File: config.mk
export PLATFORM = sky130hd
export DESIGN_NAME = mul_sequencer
export DESIGN_NICKNAME = d
export VERILOG_FILES = /design/src/rtl/mul_sequencer.sv
export SDC_FILE = /design/constraint.sdc
export NUM_CORES = 1
export LEC_CHECK = 0
export ABC_CLOCK_PERIOD_IN_PS = 11200
export CAP_MARGIN = 20
export CORE_MARGIN = 4
export CORE_UTILIZATION = 45
export DETAILED_ROUTE_END_ITERATION = 6
export GPL_ROUTABILITY_DRIVEN = 0
export GPL_TIMING_DRIVEN = 0
export PLACE_DENSITY_LB_ADDON = 0.12
export REMOVE_ABC_BUFFERS = 1
export SLEW_MARGIN = 10
export SYNTH_ARGS = -nofsm -noshare
export SYNTH_HDL_FRONTEND = slang
export SYNTH_SLANG_ARGS = --single-unit
File: constraint.sdc
create_clock -name in_clk -period 11.2 [get_ports in_clk]
set_clock_uncertainty 0.15 [all_clocks]
set_input_delay 2.24 -clock in_clk [delete_from_list [all_inputs] [get_ports in_clk]]
set_output_delay 2.24 -clock in_clk [all_outputs]
set_load 0.02 [all_outputs]
File: src/rtl/mul_sequencer.sv
// Radix-4 Booth sequential signed multiplier: one Booth digit per cycle into a
// carry-save pair, then a single carry-propagate add in RESOLVE.
// Optional early termination is enabled by defining MUL_EARLY_TERM_EN.
module mul_sequencer #(
  parameter int WIDTH = 32
) (
  input  logic             in_clk,
  input  logic             in_rst,
  input  logic             in_start,
  input  logic [WIDTH-1:0] in_multiplicand,
  input  logic [WIDTH-1:0] in_multiplier,
  output logic             out_busy,
  output logic             out_done,
  output logic [WIDTH-1:0] out_hi,
  output logic [WIDTH-1:0] out_lo
);

  localparam int PW   = 2 * WIDTH;
  localparam int NDIG = WIDTH / 2;
  localparam int KW   = (NDIG > 1) ? $clog2(NDIG) : 1;

  localparam logic [1:0] S_IDLE    = 2'd0;
  localparam logic [1:0] S_ITER    = 2'd1;
  localparam logic [1:0] S_RESOLVE = 2'd2;

  logic [1:0]       state_q, state_d;
  logic [WIDTH-1:0] mcand_q, mcand_d;
  logic [WIDTH:0]   qx_q, qx_d;       // multiplier with the Booth overlap bit appended at bit 0
  logic [KW-1:0]    k_q, k_d;
  logic [PW-1:0]    sum_q, sum_d;
  logic [PW-1:0]    carry_q, carry_d;
  logic [PW-1:0]    prod_q, prod_d;
  logic             done_q, done_d;

  logic [2:0]       trip;
  logic             d_one, d_two, d_neg;
  logic [PW-1:0]    mext, pp_base, pp_shift, pp, maj;
  logic             last_digit, finish_iter;

  // Recode the current Booth digit and build its shifted partial product.
  // Negation inverts the already-shifted value so the low 2k bits become ones;
  // the +1 then lands at bit 0 of the carry vector, which is always free.
  always_comb begin
    trip     = 3'(qx_q >> {k_q, 1'b0});
    d_one    = trip[0] ^ trip[1];
    d_two    = (trip == 3'b011) || (trip == 3'b100);
    d_neg    = trip[2] && (trip != 3'b111);
    mext     = {{WIDTH{mcand_q[WIDTH-1]}}, mcand_q};
    pp_base  = '0;
    if (d_one) begin
      pp_base = mext;
    end else if (d_two) begin
      pp_base = mext << 1;
    end
    pp_shift = pp_base << {k_q, 1'b0};
    pp       = d_neg ? ~pp_shift : pp_shift;
    maj      = (sum_q & carry_q) | (sum_q & pp) | (carry_q & pp);
  end

  assign last_digit = (k_q == KW'(NDIG - 1));

`ifdef MUL_EARLY_TERM_EN
  logic [WIDTH:0] rest;

  // Stop once every bit above the digit just consumed (overlap bit included)
  // is a sign copy: all remaining Booth digits would be zero.
  always_comb begin
    rest        = $signed(qx_q) >>> (2 * int'(k_q) + 2);
    finish_iter = last_digit || (rest == '0) || (&rest);
  end
`else
  // Always walk every digit.
  always_comb begin
    finish_iter = last_digit;
  end
`endif

  // Next-state and datapath control.
  always_comb begin
    state_d = state_q;
    mcand_d = mcand_q;
    qx_d    = qx_q;
    k_d     = k_q;
    sum_d   = sum_q;
    carry_d = carry_q;
    prod_d  = prod_q;
    done_d  = 1'b0;
    case (state_q)
      S_IDLE: begin
        if (in_start) begin
          mcand_d = in_multiplicand;
          qx_d    = {in_multiplier, 1'b0};
          k_d     = '0;
          sum_d   = '0;
          carry_d = '0;
          state_d = S_ITER;
        end
      end
      S_ITER: begin
        sum_d   = sum_q ^ carry_q ^ pp;
        carry_d = (maj << 1) | PW'(d_neg);
        k_d     = k_q + 1'b1;
        if (finish_iter) begin
          state_d = S_RESOLVE;
        end
      end
      S_RESOLVE: begin
        prod_d  = sum_q + carry_q;
        done_d  = 1'b1;
        state_d = S_IDLE;
      end
      default: begin
        state_d = S_IDLE;
      end
    endcase
  end

  // State registers; reset clears everything including the visible product.
  always_ff @(posedge in_clk or posedge in_rst) begin
    if (in_rst) begin
      state_q <= S_IDLE;
      mcand_q <= '0;
      qx_q    <= '0;
      k_q     <= '0;
      sum_q   <= '0;
      carry_q <= '0;
      prod_q  <= '0;
      done_q  <= 1'b0;
    end else begin
      state_q <= state_d;
      mcand_q <= mcand_d;
      qx_q    <= qx_d;
      k_q     <= k_d;
      sum_q   <= sum_d;
      carry_q <= carry_d;
      prod_q  <= prod_d;
      done_q  <= done_d;
    end
  end

  assign out_busy = (state_q == S_ITER) || (state_q == S_RESOLVE);
  assign out_done = done_q;
  assign out_hi   = prod_q[PW-1:WIDTH];
  assign out_lo   = prod_q[WIDTH-1:0];

endmodule

# Word-level counts from Yosys, hierarchy flattened
# Cells that the tools add are included.
[op_classes]
addsub = 2
multipliers = 0
div_mod_pow = 0
order_cmp = 0
n_eq_ne = 8
shifts = 2
muxes = 12
n_bitwise = 10
n_reduce_logical = 8
[op_table]
columns = ["op", "n"]
rows = [
  ["$mux W64", 4],
  ["$pmux W64 S2", 2],
  ["$and A63 B63 Y63", 3],
  ["$xor A64 B64 Y64", 2],
  ["$or A63 B63 Y63", 2],
  ["$add A64 B64 Y64", 1],
  ["$not A64 Y64", 1],
  ["$or A64 B1 Y64", 1],
  ["$shl A64 B5 Y64", 1],
  ["$shr A33 B5 Y3", 1],
  ["$pmux W4 S2", 1],
  ["$reduce_and A2 Y1", 3],
  ["$add A4 B1 Y4 const B", 1],
  ["$eq A4 B4 Y1 const B", 1],
  ["$mux W2", 2],
  ["$mux W4", 1],
  ["$ne A2 B2 Y1 const B", 2],
  ["$pmux W2 S2", 1],
  ["$eq A3 B2 Y1 const B", 1],
  ["$eq A3 B3 Y1 const B", 1],
  ["$ne A3 B3 Y1 const B", 1],
  ["$eq A2 B1 Y1 const B", 1],
  ["$eq A2 B2 Y1 const B", 1],
  ["$logic_not A2 Y1", 1],
  ["other kinds (5)", 6],
]
[word_totals]
regBits = 263
latchBits = 0
ramBits = 0
rom_bits = 0
input_bits = 67
out_inout_bits = 66
elab_cells = 50
mem_count = 0

# Longest topological paths before layout
# Gate-level depths: netlist of run 1.
[logic_depth]
ltp_word = 13
ltp_mapped = 23
depth_no_buf = 18

# Worst setup path after synthesis of run 1
# No wires, ideal clock.
[synth_path]
path_type = "register to register"
start = "register k_q[0]"
end = "register sum_q[33]"
setup_time_ps = 130
arrival_ps = 5003
required_time_ps = 10920
slack_ps = 5917
stages_incl_launch_ff = 17
n_path_buf = 5
period_less_slack_ps = 5283
path_cell_list = "dfrtp_1 buf_4 buf_1 buf_1 mux4_2 mux4_2 inv_1 ha_1 clkbuf_1 buf_1 mux4_2 mux2i_1 nor2_1 mux4_2 xor2_1 fa_1 o21ai_0"
[synth_via]
elab_chain_len = 10
word_cells_on_any_way = 14
cone_classes = "3 x eq/ne; 2 x shift; 4 x mux; 3 x bitwise; 2 x reduce/logical"
[synth_lines]
columns = ["element", "line", "text"]
rows = [
  ["from (decl)", "29", "logic [KW-1:0] k_q, k_d;"],
  ["from (signal assigned)", "133", "k_q <= k_d;"],
  ["$shr A33 B5 Y3", "44", "trip = 3'(qx_q >> {k_q, 1'b0});"],
  ["$eq A3 B2 Y1 or $eq A3 B3 Y1 (tied branches)", "46", "d_two = (trip == 3'b011) || (trip == 3'b100);"],
  ["$logic_or A1 B1 Y1", "46", ""],
  ["$mux W64", "52", "end else if (d_two) begin"],
  ["$mux W64", "50", "if (d_one) begin"],
  ["$shl A64 B5 Y64", "55", "pp_shift = pp_base << {k_q, 1'b0};"],
  ["$not A64 Y64", "56", "pp = d_neg ? ~pp_shift : pp_shift;"],
  ["$mux W64 *", "56", ""],
  ["$xor A64 B64 Y64 *", "100", "sum_d = sum_q ^ carry_q ^ pp;"],
  ["$pmux W64 S2 *", "88", "case (state_q)"],
  ["to (signal assigned)", "134", "sum_q <= sum_d;"],
  ["to (decl)", "30", "logic [PW-1:0] sum_q, sum_d;"],
]
# Mark *: on every way between the ends. The rest lies on a longest branch, timed or not.
# A chain may end at the register's enable or synchronous reset.

# Final worst setup path of run 1
[layout_path]
start = "register k_q[3]"
end = "register sum_q[29]"
# Same word-level chain as after synthesis.

==> impl_results.md, run 1 <==
* Synth cell types at 60
* CORE AREA at 39800 um2
* Clock root cell: clkbuf_16
* Post-synthesis register bit count at 263
* Buffers on Ports at 132
* Post-synth top area share at 0.362
* EDFF count, synth at 0
* Largest net degree at the start of global routing at 83
* Mapped Area at 18200 um2
* GR Util met2 at 0.320
* CTS max path bufs at 3
* DRT Wirelength at 44600 um
* Sequential cell area fraction in the yosys report at 0.362
* Hold_buf cts at 0
* CP top delay family: multiplexers
* DR vias at 14000
* Dpl ws at 5710 ps
* Async set-reset flop share out of synthesis at 1.00
* Final WS setup at 5680 ps
* Maxcap violations at 0
* Setup CP Type: register to register
* Crit path largest cell delay at 790 ps
* H-tree levels at 1
* Tightest Hold Check Type: register to register
* Chip height at 209 um
* CP most frequent cell: mux4_2
* Clk_lat worst skew at 580 ps
* Ys flop type: dfrtp_1
* Number of clock sinks at 263
* Post-CTS Repair Setup Buffers at 0
* Top Usage Layer GRT: met2
* Fmax at 181 MHz
* Final worst-path cycle share at 0.493
* Run status: complete, no violations
* Area grow syn2layout at 16.2%
* Vias/cell at 5.51
* Vias in the first global route at 13900
* Met3 Use GR at 0.0387
* Synth top area cells: dfrtp_1, mux2_2, fa_1, o21ai_0, nand2_1
* WP buf/inv at 3
* Area leader, netlist: dfrtp_1
* Fin nets at 2198
* Slew Viols, Final at 0
* Initial DRC count at 766
* Critical Path Sink Type: register
* Worst EP required at 11550 ps
* CP max FO at 47
* Met1 GRT Util at 0.297
* Startpoint Class: register
* Worst path slowest cell: and2b_2
* # diodes at 0
* Initial antenna violation count at 3
* Starting density of the core at 0.456
* Antenna-violating nets left at 0
* Setup violations, final at 0
* Gr usage total at 0.204
* Io pins at 133
* Total CTS buffers at 31
* Warnings, synthesis at 0
* Fraction of layout cells with a size suffix above 1 at 0.114
* Crit path cell chain: clkinv_1, mux4_2, inv_1, ha_2, buf_12, and2b_2, nor2_1, mux4_2, xor2_1, fa_1, o21ai_0
* Remaining DRCs at 0
* DRT Pass-1 Iters at 5
* First-pass GRT wire length at 74500 um
* Data arrival, critical path at 5870 ps
* Synth Instances at 1934
* Fin. Hold Viols at 0
* Die width at 209 um
* Post-CTS sizing at 0
* Post-Syn Area per Cell at 9.40 um2
* Post-layout minimum cycle time at 5520 ps
* Worst slew pin tran at 840 ps
* Dpl hpwl at 33700 um
* Routed len/inst at 17.5 um
* Grt total ovfl at 0
* Rows at 73
* CTS tree: built
* Die ar. at 43700 um2
* RSZ-0062 raised after global routing: no
* CTS clk-pin slew, worst paths at 60 ps
* Worst slew margin at 0.440
## cells in the mapped netlist, types with 15 or more instances
cell,instances
dfrtp_1,263
nand2_1,246
o21ai_0,196
inv_1,159
a21oi_1,143
mux2_2,121
nor2_1,87
clkbuf_1,84
ha_1,69
fa_1,64
xnor2_1,62
xor2_1,56
mux2i_1,37
mux4_2,32
a211oi_1,28
nor3_1,28
a21o_1,26
nand3_1,23
nand2b_1,15
## registers in the layout (all words and copies together) (netlist names)
name / cells
carry_q: 64
prod_q: 64
sum_q: 64
mcand_q: 32
qx_q: 32
k_q: 4
state_q: 2
out_done: 1
## per-layer routing
layer | part of all wire | vias up
met5 | 0.00054 | -
met3 | 0.058 | 62
met2 | 0.45 | 299
li1 | - | 6833
met4 | 0.022 | 6
met1 | 0.47 | 6843
## area by class of cell
| class | instances | area, um2 |
|---|---|---|
| Fill cell | 3688 | 18700 |
| Multi-Input combinational cell | 1395 | 10600 |
| Sequential cell | 263 | 6590 |
| Timing Repair Buffer | 145 | 1640 |
| Clock buffer | 46 | 912 |
| Tap cell | 525 | 657 |
| Inverter | 162 | 616 |
| Clock inverter | 11 | 136 |
## stage by stage
stage | cell area [um2] | utilization | hold slack, ps | TNS, ps | instances
floorplan | 17700 | - | 320 | 0 | 1820
global placement | 19700 | 0.495 | 325 | -560230 | 2477
detailed placement | 20100 | 0.504 | 331 | 0 | 2490
CTS | 21100 | 0.530 | 347 | 0 | 2547
global route | 21100 | 0.530 | 369 | 0 | 2547
finish | 21100 | 0.530 | 340 | 0 | 2547
## worst register-to-register path, cell delays in order (launching register included)
cell	delay, ps
dfrtp_2	750
clkinv_1	730
mux4_2	750
inv_1	80
ha_2	280
buf_12	190
and2b_2	800
nor2_1	310
mux4_2	540
xor2_1	260
fa_1	460
o21ai_0	150
## cells by family (layout without fill, tap and decap cells)
family                     Yosys count  count (layout)  share of synthesized area
muxes                              190             190                      0.135
DFF                                263             263                      0.362
adders and majority gates          133             133                      0.118
xor gates and xnor gates           118             118                     0.0569
and+or+nand+nor                    461             461                      0.110
AOI/OAI and AO/OA                  493             493                      0.159
buffers and inverters              276             364                     0.0589
## final timing paths
check                          start         end  slack (ps)  cells past startpoint
max in group asynchronous     in_rst  prod_q[42]        7870                      4
hold / removal             prod_q[3]   prod_q[3]         340                      1
min in group asynchronous     in_rst  carry_q[2]        1940                      2
setup reg to reg              k_q[3]   sum_q[29]        5680                     11
hold reg to reg            prod_q[3]   prod_q[3]         340                      1
setup / recovery              k_q[3]   sum_q[29]        5680                     11
## cells in the final DEF, fill, tap and decap left out, types with 31 or more instances in the layout
cell             netlist  routed
a21oi_1              143     143
clkbuf_16              0      31
clkdlybuf4s50_1        0     132
dfrtp_1              263     259
fa_1                  64      64
ha_1                  69      67
inv_1                159     158
mux2_2               121     121
mux2i_1               37      37
mux4_2                32      32
nand2_1              246     244
nor2_1                87      87
o21ai_0              196     196
xnor2_1               62      62
xor2_1                56      56
Power of run 1 is left out: the tool's default activity adds up to more than one toggle a clock period on the data nets, which glitch-free logic cannot reach.
==> run 2: changes to the inputs <==
- ABC_CLOCK_PERIOD_IN_PS: 11200 -> 5100
- clock period: 11.2 -> 5.1 ns (I/O delays scaled with it)
==> run 2 against run 1 <==
  * Register-to-register slack lost 5400 ps
  * Count of clock-buffer cells in the layout is the same
  * Non-clock buffer count is the same
  * Flip-flop and latch count is the same
  * Via count shrank 0.21%
  * Cell area grew 0.12%
  * Worst setup slack lost 5400 ps
  * Cell count is the same
  * Highest routed layer unchanged
  * Worst hold slack is essentially flat
==> impl_results.md, run 2 (synthesized netlist as in run 1, its figures left out) <==
* Remaining DRCs at 0 (unchanged)
* DRT Pass-1 Iters at 5 (unchanged)
* Critical Path Sink Type: register
* Fraction of layout cells with a size suffix above 1 at 0.117 (+0.00247)
* Grt total ovfl at 0 (unchanged)
* Critical Path Source: k_q[0]
* CORE AREA at 39800 um2 (unchanged)
* CTS clk-pin slew, worst paths at 60 ps (about the same)
* Hold Crit Start: prod_q[3]
* Setup violations, final at 0 (unchanged)
* Gr usage total at 0.204 (about the same)
* Setup_tns at 0 ps (unchanged)
* Vias in the first global route at 13900 (+0.0072%)
* Dpl hpwl at 33700 um (unchanged)
* Worst path slowest cell: dfrtp_4
* CP top delay family: multiplexers
* Antenna-violating nets left at 0 (unchanged)
* Io pins at 133 (unchanged)
* CTS tree: built
* DR vias at 14000 (-0.21%)
* Tightest Hold Check Type: register to register
* Worst EP required at 5450 ps (-6100 ps)
* Initial antenna violation count at 3 (unchanged)
* RSZ-0062 raised after global routing: no
* Number of clock sinks at 263 (unchanged)
* Dpl ws at -393 ps (-6100 ps)
* Chip height at 209 um (unchanged)
* Vias/cell at 5.50 (-0.21%)
* Die width at 209 um (unchanged)
* Clock root cell: clkbuf_16
* Fmax at 206 MHz (+14%)
* DRT Wirelength at 44600 um (about the same)
* CP most frequent cell: mux4_2
* Hold WS at 340 ps (+0.00300 ps)
* WP buf/inv at 2 (-1)
* Setup CP Type: register to register
* Worst slew pin tran at 840 ps (-0.543 ps)
* Area grow syn2layout at 16.3%
* Die ar. at 43700 um2 (unchanged)
* Crit path largest cell delay at 620 ps (-170 ps)
* Buffers on Ports at 132 (unchanged)
* FF-to-FF Start: k_q[0]
* Slew Viols, Final at 0 (unchanged)
* Initial DRC count at 823 (+7.4%)
* Startpoint Class: register
* Fin nets at 2198 (unchanged)
* Total CTS buffers at 31 (unchanged)
* Worst reg2reg setup slack at 240 ps (-5430 ps)
* Data arrival, critical path at 5210 ps (-660 ps)
* Run status: complete, no violations
* Largest regs: carry_q x64, prod_q x64, sum_q x64
* Maxcap violations at 0 (unchanged)
* Number of cells after detailed placement at 2490 (unchanged)
* H-tree levels at 1 (unchanged)
* CTS max path bufs at 3 (unchanged)
* Fin cells at 2547 (unchanged)
* Routed len/inst at 17.5 um (about the same)
* Largest net degree at the start of global routing at 83 (unchanged)
* Crit path cell chain: mux4_2, mux4_2, inv_1, ha_2, buf_12, mux2_2, o21ai_0, nor2_1, a21oi_1, nor2_1, mux4_2, xor2_1, fa_1, o21ai_0
* Commonest cells after routing, fill and taps aside: dfrtp_1, nand2_1, o21ai_0
* Worst slew margin at 0.440 (about the same)
* Rows at 73 (unchanged)
* Fillcell total at 3684 (-0.11%)
* Clk_lat worst skew at 580 ps (about the same)
* Final WS setup at 242 ps (-5430 ps)
* CP max FO at 47 (unchanged)
* Final worst-path cycle share at 0.953 (+0.459)
* Commonest non-fill, non-tap cell in the layout: dfrtp_1
* Starting density of the core at 0.456 (unchanged)
* First-pass GRT wire length at 74600 um (about the same)
* Fin. Hold Viols at 0 (unchanged)
* # diodes at 0 (unchanged)
* Post-layout minimum cycle time at 4860 ps (-666 ps)
-- run 2: cell count changes in the layout (fill, tap and decap cells not counted), sizes merged --
cell,change
clkinv,-1
clkinvlp,+1
-- run 2: area by class of cell --
class,instances,area [um2],share of cell area
clock buffers,46,912,0.0431
well taps,525,657,0.0311
multi-input cells,1395,10600,0.500
clock inverters,11,136,0.00645
flip-flops and latches,263,6590,0.312
inverters,162,623,0.0295
repair buffers,145,1640,0.0776
-- run 2: final timing paths --
path | end | cells after the start
min in group asynchronous | carry_q[2] | 2
min | prod_q[3] | 1
max in group asynchronous | prod_q[42] | 4
max reg2reg | sum_q[29] | 14
max | sum_q[29] | 14
min reg2reg | prod_q[3] | 1
-- run 2: stage by stage --
step / area [um2] / util
floorplan: 17700 / -
global placement: 19700 / 0.495
detailed placement: 20100 / 0.504
CTS: 21100 / 0.530
global route: 21100 / 0.531
finish: 21100 / 0.531
-- run 2: timing repair --
action | CTS | global route
pin swaps | 0 | 0
gates resized for setup | 3 | 7
cloned | 0 | 0
setup buffers | 0 | 0
hold buffers | 0 | 0
endpoints found under the setup margin | 76 | 41
-- run 2: layer usage --
metal,GRT usage,routed length (um),up-vias
li1,-,-,6836
met1,0.297,21100,6822
met2,0.320,20000,286
met3,0.0390,2510,64
met4,0.0466,960,6
met5,0,23,-
Power of run 2 is left out for the same reason.
==> RTL edit, RTL diff (flow settings as in run 2) <==
Reset style: synchronous (`in_rst`), changed in one clocked block.
--- a/src/rtl/mul_sequencer.sv
+++ b/src/rtl/mul_sequencer.sv
@@ -116,7 +116,7 @@
   end
 
   // State registers; reset clears everything including the visible product.
-  always_ff @(posedge in_clk or posedge in_rst) begin
+  always_ff @(posedge in_clk) begin
     if (in_rst) begin
       state_q <= S_IDLE;
       mcand_q <= '0;
Function: differs if in_rst is asserted again (counterexample within 4 cycles, from zero or initial values and one cycle with in_rst high); with in_rst held inactive, the same outputs for 10 cycles.
==> RTL edit against run 2 <==
Die area down 1.4%. Worst setup slack better by 0.0052 ns. Synthesized area down 1.5%. Worst hold slack worse by 0.036 ns. Count of clock-buffer cells in the layout up 6. First-iteration DRC count up 22%. Cell count up 14%. Sequential cell count unchanged. Routed wire length up 6.8%. Cell area down 0.83%. Critical path depth up 2. Critical endpoint is now sum_q[26]$_SDFFE_PP0P_. Largest cell class unchanged. Highest routed layer unchanged.
Power is left out: it rests on default switching activity, and per cell area and clock period it moved more than threefold.
==> RTL edit: results (changes against run 2) <==
status=finished clean; Non-clock buffers=160 (+10%); Netlist cell types=79 (+32%); nets=2,572 (+17%); Cells on Worst Hold Path=2 (+1); Seq/total area=0.252 (-0.0600); Overall Global Routing Usage=0.214 (+0.00964); layout cells sized above 1=0.0598 (-0.0569); Post-Synth XOR/XNOR Area=0.0592 (+0.00232); Clock buf/inv share=0.0530 (+0.00346); vias in the first global route=15,100 (+8.8%); crit-path max cell delay=0.57 ns (-0.05 ns); placed cell area=0.0196 sq mm (-2.1%); post-synthesis adder-cell area fraction=0.120 (+0.00177); relative slew slack=0.420 (-0.0197); Area Overhead vs Synth=17.1%; clk_lat worst skew=0.53 ns (-0.05 ns); RR Endpoint=sum_q[26]$_SDFFE_PP0P_; first-pass GRT wire length=78,300 um (+5.0%); non-clk buf share=0.0870 (+0.00937); number of clock buffers in the layout=52 (+13%); Avg Cell Area, Syn=7.65 sq um (-19%); worst-path fanout max=17 (-64%); R2R cell count=16 (+2); period utilisation layout=0.952 (-0.00103); nonclk inv count=154 (-4.9%); final std cells w/o fill=2,910 (+14%); final WL=47,600 um (+6.8%); post-synthesis async set-or-reset flop share=0 (-1.00); Post-Place Setup Slack=-0.768 ns (-0.375 ns); Compound-Gate Fraction of Synth Area=0.188 (+0.0288); Synth top cells by count=nor2_1 (396), a21oi_1 (333), nand2_1 (265); Longest Clk Path Bufs=3 (unchanged); slowest CP cell=mux4_2; register area share after synthesis=0.294 (-0.0681); initial DRC count=1,004 (+22%); multi-input combinational area share=0.549 (+0.0490); top cells by area, synth=dfxtp_1 (29%), a21oi_1 (9.3%), nor2_1 (8.3%); FF+latch count=263 (unchanged); Setup crit start=k_q[0]$_SDFFE_PP0P_; total number of vias=15,900 (+13%); H-tree depth=2 (+1); multiplexer fraction of the synthesized cell area=0.0829 (-0.0521); placed cells=2,840 (+14%); main flop type after synthesis=dfxtp_1; hpwl dp=34,200 um (+1.5%); CP Data Arrival Time=5.16 ns (-0.05 ns); cts bufs inserted=34 (+9.7%)
[RTL edit: changes by cell type in the layout (fill, tap and decap cells not counted), sizes merged, moves of 17 or more]
cell,run 2,this run
dfxtp,0,263
xnor2,62,79
mux2,121,8
dfrtp,263,0
nor2,87,398
a21oi,143,336
nand2,246,265
mux2i,37,92
o21ai,196,86
[RTL edit: worst min-delay path by stage]
stage / startpoint / slack (ns) / endpoint
finish: prod_q[58]$_SDFFE_PP0P_ / 0.30 / prod_q[58]$_SDFFE_PP0P_
global route: qx_q[3]$_SDFFE_PP0P_ / 0.32 / qx_q[3]$_SDFFE_PP0P_
CTS: qx_q[19]$_SDFFE_PP0P_ / 0.31 / qx_q[19]$_SDFFE_PP0P_
detailed placement: prod_q[58]$_SDFFE_PP0P_ / 0.30 / prod_q[58]$_SDFFE_PP0P_
global placement: qx_q[1]$_SDFFE_PP0P_ / 0.29 / qx_q[1]$_SDFFE_PP0P_
floorplan: qx_q[13]$_SDFFE_PP0P_ / 0.28 / qx_q[13]$_SDFFE_PP0P_
[RTL edit: timing repair]
item / CTS / global route
gates cloned: 2 / 1
gates resized for setup: 7 / 8
pin swaps: 2 / 3
endpoints found under the setup margin: 113 / 45
buffers inserted: 3 / 8
hold endpoints to repair: 0 / 0
[RTL edit: metal layers]
layer  share of wire  track usage  routed length [um]
met4           0.023       0.0613                1110
met2            0.45        0.337               21200
met3           0.052       0.0388                2470
met5         0.00063            0                  30
met1            0.48        0.302               22800
[RTL edit: cell families (layout without fill, tap and decap cells)]
kind of cell,Yosys count,in the layout
buffers and inverters,321,370
flip-flops,263,263
adder cells (fa/ha/maj),133,133
AND/OR/NAND/NOR,804,805
multiplexers,121,121
XOR/XNOR,121,121
AO/OA/AOI/OAI,579,579
